<file path="src/rtl/enc_op4_xe_if.sv">
// Command-in / halfword-out bundle for the enc_op4_xe instruction re-encoder.
// master drives commands and takes words; slave is the encoder.
interface enc_op4_xe_if;
  logic        icmdValid;
  logic        ocmdReady;
  logic [3:0]  icmdForm;
  logic [3:0]  icmdOp;
  logic [6:0]  icmdRegN;
  logic [6:0]  icmdRegS;
  logic [6:0]  icmdRegT;
  logic [31:0] icmdImm;
  logic [15:0] owordData;
  logic        owordValid;
  logic        iwordReady;
  logic        owordLast;
  logic        oerr;

  modport master (
    output icmdValid, icmdForm, icmdOp, icmdRegN, icmdRegS, icmdRegT, icmdImm, iwordReady,
    input  ocmdReady, owordData, owordValid, owordLast, oerr
  );

  modport slave (
    input  icmdValid, icmdForm, icmdOp, icmdRegN, icmdRegS, icmdRegT, icmdImm, iwordReady,
    output ocmdReady, owordData, owordValid, owordLast, oerr
  );
endinterface

</file>
<file path="src/rtl/enc_op4_xe.sv">
// Instruction re-encoder: turns one decoded command into the shortest 16-bit word stream,
// either a single opcode word or an 8Exx prefix followed by the opcode word.
module enc_op4_xe (
  input logic         clock,
  input logic         reset,
  enc_op4_xe_if.slave bus
);

  localparam logic [1:0] StIdle = 2'd0;
  localparam logic [1:0] StPfx  = 2'd1;
  localparam logic [1:0] StCmd  = 2'd2;

  logic [1:0]  r_state, w_state_d;
  logic [15:0] r_data, w_data_d;
  logic [15:0] r_cmd, w_cmd_d;
  logic        r_last, w_last_d;
  logic        r_err, w_err_d;

  logic        w_fit8, w_fit12, w_fit16, w_fit20, w_imm_zero;
  logic        w_n_int, w_s_int, w_t_int, w_n_fpu, w_s_fpu, w_t_fpu;
  logic        w_legal, w_long, w_accept;
  logic [15:0] w_pfx, w_opc;

  // Value fits in k signed bits when every bit from k-1 upward equals the sign bit.
  assign w_fit8     = (&bus.icmdImm[31:7])  | ~(|bus.icmdImm[31:7]);
  assign w_fit12    = (&bus.icmdImm[31:11]) | ~(|bus.icmdImm[31:11]);
  assign w_fit16    = (&bus.icmdImm[31:15]) | ~(|bus.icmdImm[31:15]);
  assign w_fit20    = (&bus.icmdImm[31:19]) | ~(|bus.icmdImm[31:19]);
  assign w_imm_zero = ~(|bus.icmdImm);

  assign w_n_int = (bus.icmdRegN[6:4] == 3'b000);
  assign w_s_int = (bus.icmdRegS[6:4] == 3'b000);
  assign w_t_int = (bus.icmdRegT[6:4] == 3'b000);
  assign w_n_fpu = (bus.icmdRegN[6:4] == 3'b100);
  assign w_s_fpu = (bus.icmdRegS[6:4] == 3'b100);
  assign w_t_fpu = (bus.icmdRegT[6:4] == 3'b100);

  always_comb begin
    w_legal = 1'b0;
    w_long  = 1'b0;
    w_pfx   = 16'h8E00;
    w_opc   = 16'h0000;
    case (bus.icmdForm)
      4'd0, 4'd1: begin
        w_opc   = {(bus.icmdForm == 4'd0) ? 4'h7 : 4'hE, bus.icmdRegN[3:0], bus.icmdImm[7:0]};
        w_pfx   = {8'h8E, bus.icmdImm[15:8]};
        w_legal = w_n_int & w_fit16;
        w_long  = ~w_fit8;
      end
      4'd2, 4'd3: begin
        w_opc   = {(bus.icmdForm == 4'd2) ? 4'hA : 4'hB, bus.icmdImm[11:0]};
        w_pfx   = {8'h8E, bus.icmdImm[19:12]};
        w_legal = w_fit20;
        w_long  = ~w_fit12;
      end
      4'd4, 4'd5: begin
        w_opc   = {(bus.icmdForm == 4'd4) ? 4'h2 : 4'h6, bus.icmdRegN[3:0], bus.icmdRegS[3:0],
                   2'b00, bus.icmdOp[1:0]};
        w_pfx   = {8'h8E, bus.icmdImm[7:0]};
        w_legal = w_n_int & w_s_int & w_fit8;
        w_long  = ~w_imm_zero;
      end
      4'd6: begin
        w_opc  = {4'h4, bus.icmdRegN[3:0], bus.icmdOp, 4'h3};
        w_pfx  = {8'h8E, bus.icmdRegS[3:0], bus.icmdRegT[3:0]};
        w_long = 1'b1;
        // Ops 0-9 run on the integer file, C/D/E on the FPU file; the rest are undefined.
        if (bus.icmdOp <= 4'd9) begin
          w_legal = w_n_int & w_s_int & w_t_int;
        end else if (bus.icmdOp >= 4'hC && bus.icmdOp <= 4'hE) begin
          w_legal = w_n_fpu & w_s_fpu & w_t_fpu;
        end
      end
      default: ;
    endcase
  end

  assign bus.ocmdReady = (r_state == StIdle) | ((r_state == StCmd) & bus.iwordReady);
  assign w_accept      = bus.icmdValid & bus.ocmdReady;

  always_comb begin
    w_state_d = r_state;
    w_data_d  = r_data;
    w_last_d  = r_last;
    w_cmd_d   = r_cmd;
    w_err_d   = 1'b0;
    case (r_state)
      StPfx: begin
        if (bus.iwordReady) begin
          w_state_d = StCmd;
          w_data_d  = r_cmd;
          w_last_d  = 1'b1;
        end
      end
      StIdle, StCmd: begin
        if (w_accept) begin
          if (!w_legal) begin
            w_state_d = StIdle;
            w_data_d  = 16'h0000;
            w_last_d  = 1'b0;
            w_err_d   = 1'b1;
          end else if (w_long) begin
            w_state_d = StPfx;
            w_data_d  = w_pfx;
            w_last_d  = 1'b0;
            w_cmd_d   = w_opc;
          end else begin
            w_state_d = StCmd;
            w_data_d  = w_opc;
            w_last_d  = 1'b1;
          end
        end else if (r_state == StCmd && bus.iwordReady) begin
          w_state_d = StIdle;
          w_data_d  = 16'h0000;
          w_last_d  = 1'b0;
        end
      end
      default: begin
        w_state_d = StIdle;
        w_data_d  = 16'h0000;
        w_last_d  = 1'b0;
      end
    endcase
  end

  always_ff @(posedge clock or negedge reset) begin
    if (!reset) begin
      r_state <= StIdle;
      r_data  <= 16'h0000;
      r_cmd   <= 16'h0000;
      r_last  <= 1'b0;
      r_err   <= 1'b0;
    end else begin
      r_state <= w_state_d;
      r_data  <= w_data_d;
      r_cmd   <= w_cmd_d;
      r_last  <= w_last_d;
      r_err   <= w_err_d;
    end
  end

  assign bus.owordValid = (r_state == StPfx) | (r_state == StCmd);
  assign bus.owordData  = r_data;
  assign bus.owordLast  = r_last;
  assign bus.oerr       = r_err;

endmodule

</file>
<file path="src/flat_wrapper.sv">
// flat-port wrapper written by rule: the top's interface ports become plain ports
module enc_op4_xe_flat 
  (clock, reset, bus_icmdValid, bus_icmdForm, bus_icmdOp, bus_icmdRegN, bus_icmdRegS, bus_icmdRegT, bus_icmdImm, bus_iwordReady, bus_ocmdReady, bus_owordData, bus_owordValid, bus_owordLast, bus_oerr);
  enc_op4_xe_if bus_i ();
  input logic clock;
  input logic reset;
  input wire logic [$bits(bus_i.icmdValid)-1:0] bus_icmdValid;
  input wire logic [$bits(bus_i.icmdForm)-1:0] bus_icmdForm;
  input wire logic [$bits(bus_i.icmdOp)-1:0] bus_icmdOp;
  input wire logic [$bits(bus_i.icmdRegN)-1:0] bus_icmdRegN;
  input wire logic [$bits(bus_i.icmdRegS)-1:0] bus_icmdRegS;
  input wire logic [$bits(bus_i.icmdRegT)-1:0] bus_icmdRegT;
  input wire logic [$bits(bus_i.icmdImm)-1:0] bus_icmdImm;
  input wire logic [$bits(bus_i.iwordReady)-1:0] bus_iwordReady;
  output wire logic [$bits(bus_i.ocmdReady)-1:0] bus_ocmdReady;
  output wire logic [$bits(bus_i.owordData)-1:0] bus_owordData;
  output wire logic [$bits(bus_i.owordValid)-1:0] bus_owordValid;
  output wire logic [$bits(bus_i.owordLast)-1:0] bus_owordLast;
  output wire logic [$bits(bus_i.oerr)-1:0] bus_oerr;
  assign bus_i.icmdValid = bus_icmdValid;
  assign bus_i.icmdForm = bus_icmdForm;
  assign bus_i.icmdOp = bus_icmdOp;
  assign bus_i.icmdRegN = bus_icmdRegN;
  assign bus_i.icmdRegS = bus_icmdRegS;
  assign bus_i.icmdRegT = bus_icmdRegT;
  assign bus_i.icmdImm = bus_icmdImm;
  assign bus_i.iwordReady = bus_iwordReady;
  assign bus_ocmdReady = bus_i.ocmdReady;
  assign bus_owordData = bus_i.owordData;
  assign bus_owordValid = bus_i.owordValid;
  assign bus_owordLast = bus_i.owordLast;
  assign bus_oerr = bus_i.oerr;
  enc_op4_xe u_core (.clock(clock), .reset(reset), .bus(bus_i));
endmodule
</file>
<file path="config.mk">
export PLATFORM = sky130hd
export DESIGN_NAME = enc_op4_xe_flat
export DESIGN_NICKNAME = d
export VERILOG_FILES = /design/src/rtl/enc_op4_xe_if.sv /design/src/rtl/enc_op4_xe.sv /design/src/flat_wrapper.sv
export SDC_FILE = /design/constraint.sdc
export NUM_CORES = 1
export LEC_CHECK = 0
export ABC_CLOCK_PERIOD_IN_PS = 3300
export BUFFER_PORTS_ARGS = -buffer_cell sky130_fd_sc_hd__buf_4
export CORE_UTILIZATION = 41
export DETAILED_ROUTE_END_ITERATION = 7
export PLACE_DENSITY = 0.68
export SLEW_MARGIN = 30
export SYNTH_ARGS = -nofsm -noshare
export SYNTH_HDL_FRONTEND = slang
export SYNTH_SLANG_ARGS = --single-unit
</file>
<file path="constraint.sdc">
create_clock -name clock -period 3.3 [get_ports clock]
set_input_delay 0.495 -clock clock [delete_from_list [all_inputs] [get_ports clock]]
set_output_delay 0.495 -clock clock [all_outputs]
set_load 0.01 [all_outputs]
</file>
==> key figures <==
Power
  • Comb power frac: 0.209
  • Final Power: 0.937 mW
  • Net Sw Frac: 0.286
  • Clock Power Share: 0.332
  • PD cells: 291 nW/um^2
  • Fraction of power consumed by sequential logic: 0.459
  • P_leak: 1.49 nW
  • Internal power: 0.669 mW
  • P_sw: 0.268 mW
  • Maximum vdd drop: 0.239 mV

Outcome
  • Status: completed

STA
  • Clk_skew: 0.0123 ns
  • RSZ-0062 raised after global routing: no
  • Setup TNS: 0 ns
  • Setup violators final: 0
  • Final min period: 2.61 ns
  • Setup WS post-layout: 0.686 ns
  • Period utilisation layout: 0.792
  • Final hold violation count: 0
  • Final Max Slew Viols: 0
  • F_max: 0.383 GHz
  • Tightest Pin Transition: 0.453 ns
  • Max transition margin: 0.698

Place
  • Cell area after placement: 3130 um^2
  • Routability Congestion: 0.921
  • Place WS: 0.369 ns
  • Hpwl dp: 5560 um
  • Placed Cells: 419
  • Port Buffer Count: 84

Synth
  • Seq/Total Area, Yosys: 0.363
  • Post-synth EDFFs: 0
  • Post-Syn Area: 2420 um^2
  • YS warnings: 0
  • Asr flop ratio synth: 1.00
  • Synth cell types: 47
  • Ys flop type: dfrtp_1
  • Post-Syn Instances: 274
  • Mean area per synthesized cell: 8.82 um^2
  • Post-synthesis register bit count: 35
  • Post-synth net total: 343

Die
  • Starting density of the core: 0.431
  • Chip Height: 78.8 um
  • Die Wd: 78.8 um
  • Die Footprint: 6200 um^2
  • FP Rows: 27
  • Core box area: 5610 um^2
  • Boundary Pins: 85

Final layout
  • ANT cells: 0
  • Fin nets: 423
  • Finished Layout Cells: 427
  • Post-route cell area: 3210 um^2
  • Area Growth Syn to Fin: 33.0%
  • Layout cells sized above 1: 0.341

Worst setup path
  • Crit end category: flop
  • Critical Path Start Type: input port
  • Crit Path Class: in -> reg
  • CP startpoint: bus_icmdImm[24]
  • Reg2reg start: u_core.r_state[0]
  • Crit path DAT: 2.79 ns
  • Worst EP required: 3.48 ns
  • Max FO, Critical Path: 12

CTS
  • # Post-CTS Setup Buffers: 0
  • Cts hold-fix bufs: 0
  • PostCTS Resize Cnt: 0
  • Number of buffers created by CTS: 5
  • Root Buffer: clkbuf_8
  • CTS tree: built
  • Clock Tree Buf Depth: 2
  • Clock transition at path regs: 0.07 ns
  • Clock tree sinks: 35
  • Clock Latency Late Sink: 0.29 ns
  • Htree depth: 2

Global routing
  • Initial antenna violation count: 0
  • GR Util All Layers: 0.252
  • Vias in the first global route: 2465
  • First-pass GRT wire length: 12100 um
  • Overflow after GRT: 0
  • Largest net degree at the start of global routing: 37

Worst hold path
  • Worst min path class: in -> async

Drt
  • WL per Instance: 17.1 um
  • ANT nets after route: 0
  • DR pass1 iterations: 5
  • Post-Route WL: 7290 um
  • Drt drc: 0
  • Routed vias: 2453
  • Via density: 5.74
  • 1st-iter DRT viols: 131

Job
  • Max cap viols: 0
## synth_stat cells, types with 3 or more instances
master | number | area, um^2
dfrtp_1 | 35 | 876
mux2_4 | 6 | 90.1
nor4_1 | 8 | 50.1
a22oi_1 | 7 | 52.6
or2_2 | 3 | 18.8
clkbuf_1 | 14 | 52.6
nand3_1 | 7 | 35.0
o31ai_1 | 3 | 22.5
nand2b_1 | 3 | 18.8
nor2_1 | 25 | 93.8
a31oi_1 | 4 | 25.0
a221oi_1 | 4 | 35.0
nor3_1 | 8 | 40.0
a211oi_1 | 3 | 22.5
buf_2 | 3 | 15.0
ha_1 | 4 | 50.1
inv_1 | 8 | 30.0
a21oi_1 | 16 | 80.1
nand4_1 | 5 | 31.3
nand2_1 | 36 | 135
mux2i_1 | 15 | 150
o21ai_0 | 6 | 30.0
mux2_2 | 6 | 67.6
o221ai_1 | 12 | 105
nand2_2 | 3 | 18.8
a222oi_1 | 4 | 40.0
## cell families (layout without fill, tap and decap cells)
kind of cell / after synthesis / after routing / synth area share
flops: 35 / 35 / 0.363
fa+ha+maj: 4 / 4 / 0.0207
buf+inv: 26 / 107 / 0.0451
simple gates: 111 / 111 / 0.223
mux: 27 / 27 / 0.127
compound gates: 71 / 71 / 0.222
## sequential cells by signal, summed over array words and instances (netlist names)
name / cells
u_core.bus.owordData: 16
u_core.r_cmd: 16
u_core.bus.oerr: 1
u_core.bus.owordLast: 1
u_core.r_state: 1
## cell usage in the layout, fill, tap and decap left out, types with 8 or more instances in the layout
master / instances
buf_4: 91
nand2_1: 36
dfrtp_1: 35
nor2_1: 25
a21oi_1: 16
mux2i_1: 15
o221ai_1: 12
inv_1: 8
nor4_1: 8
nor3_1: 8
## power by group through the flow
stage / Sequential (mW) / Clock [mW] / Combinational, mW
final: 0.430 / 0.311 / 0.196
after global routing: 0.430 / 0.341 / 0.212
after CTS: 0.430 / 0.317 / 0.195
after detailed placement: 0.438 / 0 / 0.194
after global placement: 0.438 / 0 / 0.193
after floorplan: 0.439 / 0 / 0.0832
## final timing paths
kind,end,slack [ns],cells after the start
min reg2reg,u_core.bus.owordData[11],0.49,2
min,u_core.bus.owordData[12],0.14,1
max reg2reg,u_core.r_cmd[0],1.01,8
max,u_core.r_cmd[0],0.69,8
min in group clock,u_core.r_cmd[2],0.49,3
max in group asynchronous,u_core.r_cmd[3],2.82,1
## cell type report
class,count,area [um^2]
inverter,8,30.0
multi-input combinational,213,1450
clock inverter,2,12.5
tap,72,90.1
fill,533,2390
clock buffer,6,72.6
timing repair buffer,91,683
sequential,35,876
## critical path, stage by stage
cell and delay [ns]:
buf_4 0.09, nand4_1 0.08, or3_1 0.44, or4_4 0.54, o211ai_2 0.21, nand2_2 0.20
nand2_2 0.36, mux2_2 0.38
## metrics by stage
stage | util | hold slack [ns]
finish | 0.573 | 0.143
detailed placement | 0.558 | 0.475
global placement | 0.558 | 0.474
floorplan | - | 0.199
global route | 0.573 | 0.173
CTS | 0.573 | 0.158
## routing by layer
layer / share of wire / up-vias / track usage
met4: 0.017 / 0 / 0.0759
met2: 0.46 / 82 / 0.403
met1: 0.45 / 1162 / 0.333
met3: 0.071 / 14 / 0.0655
met5: 0 / - / 0
li1: - / 1195 / -
(Power assumes the default switching activity.)
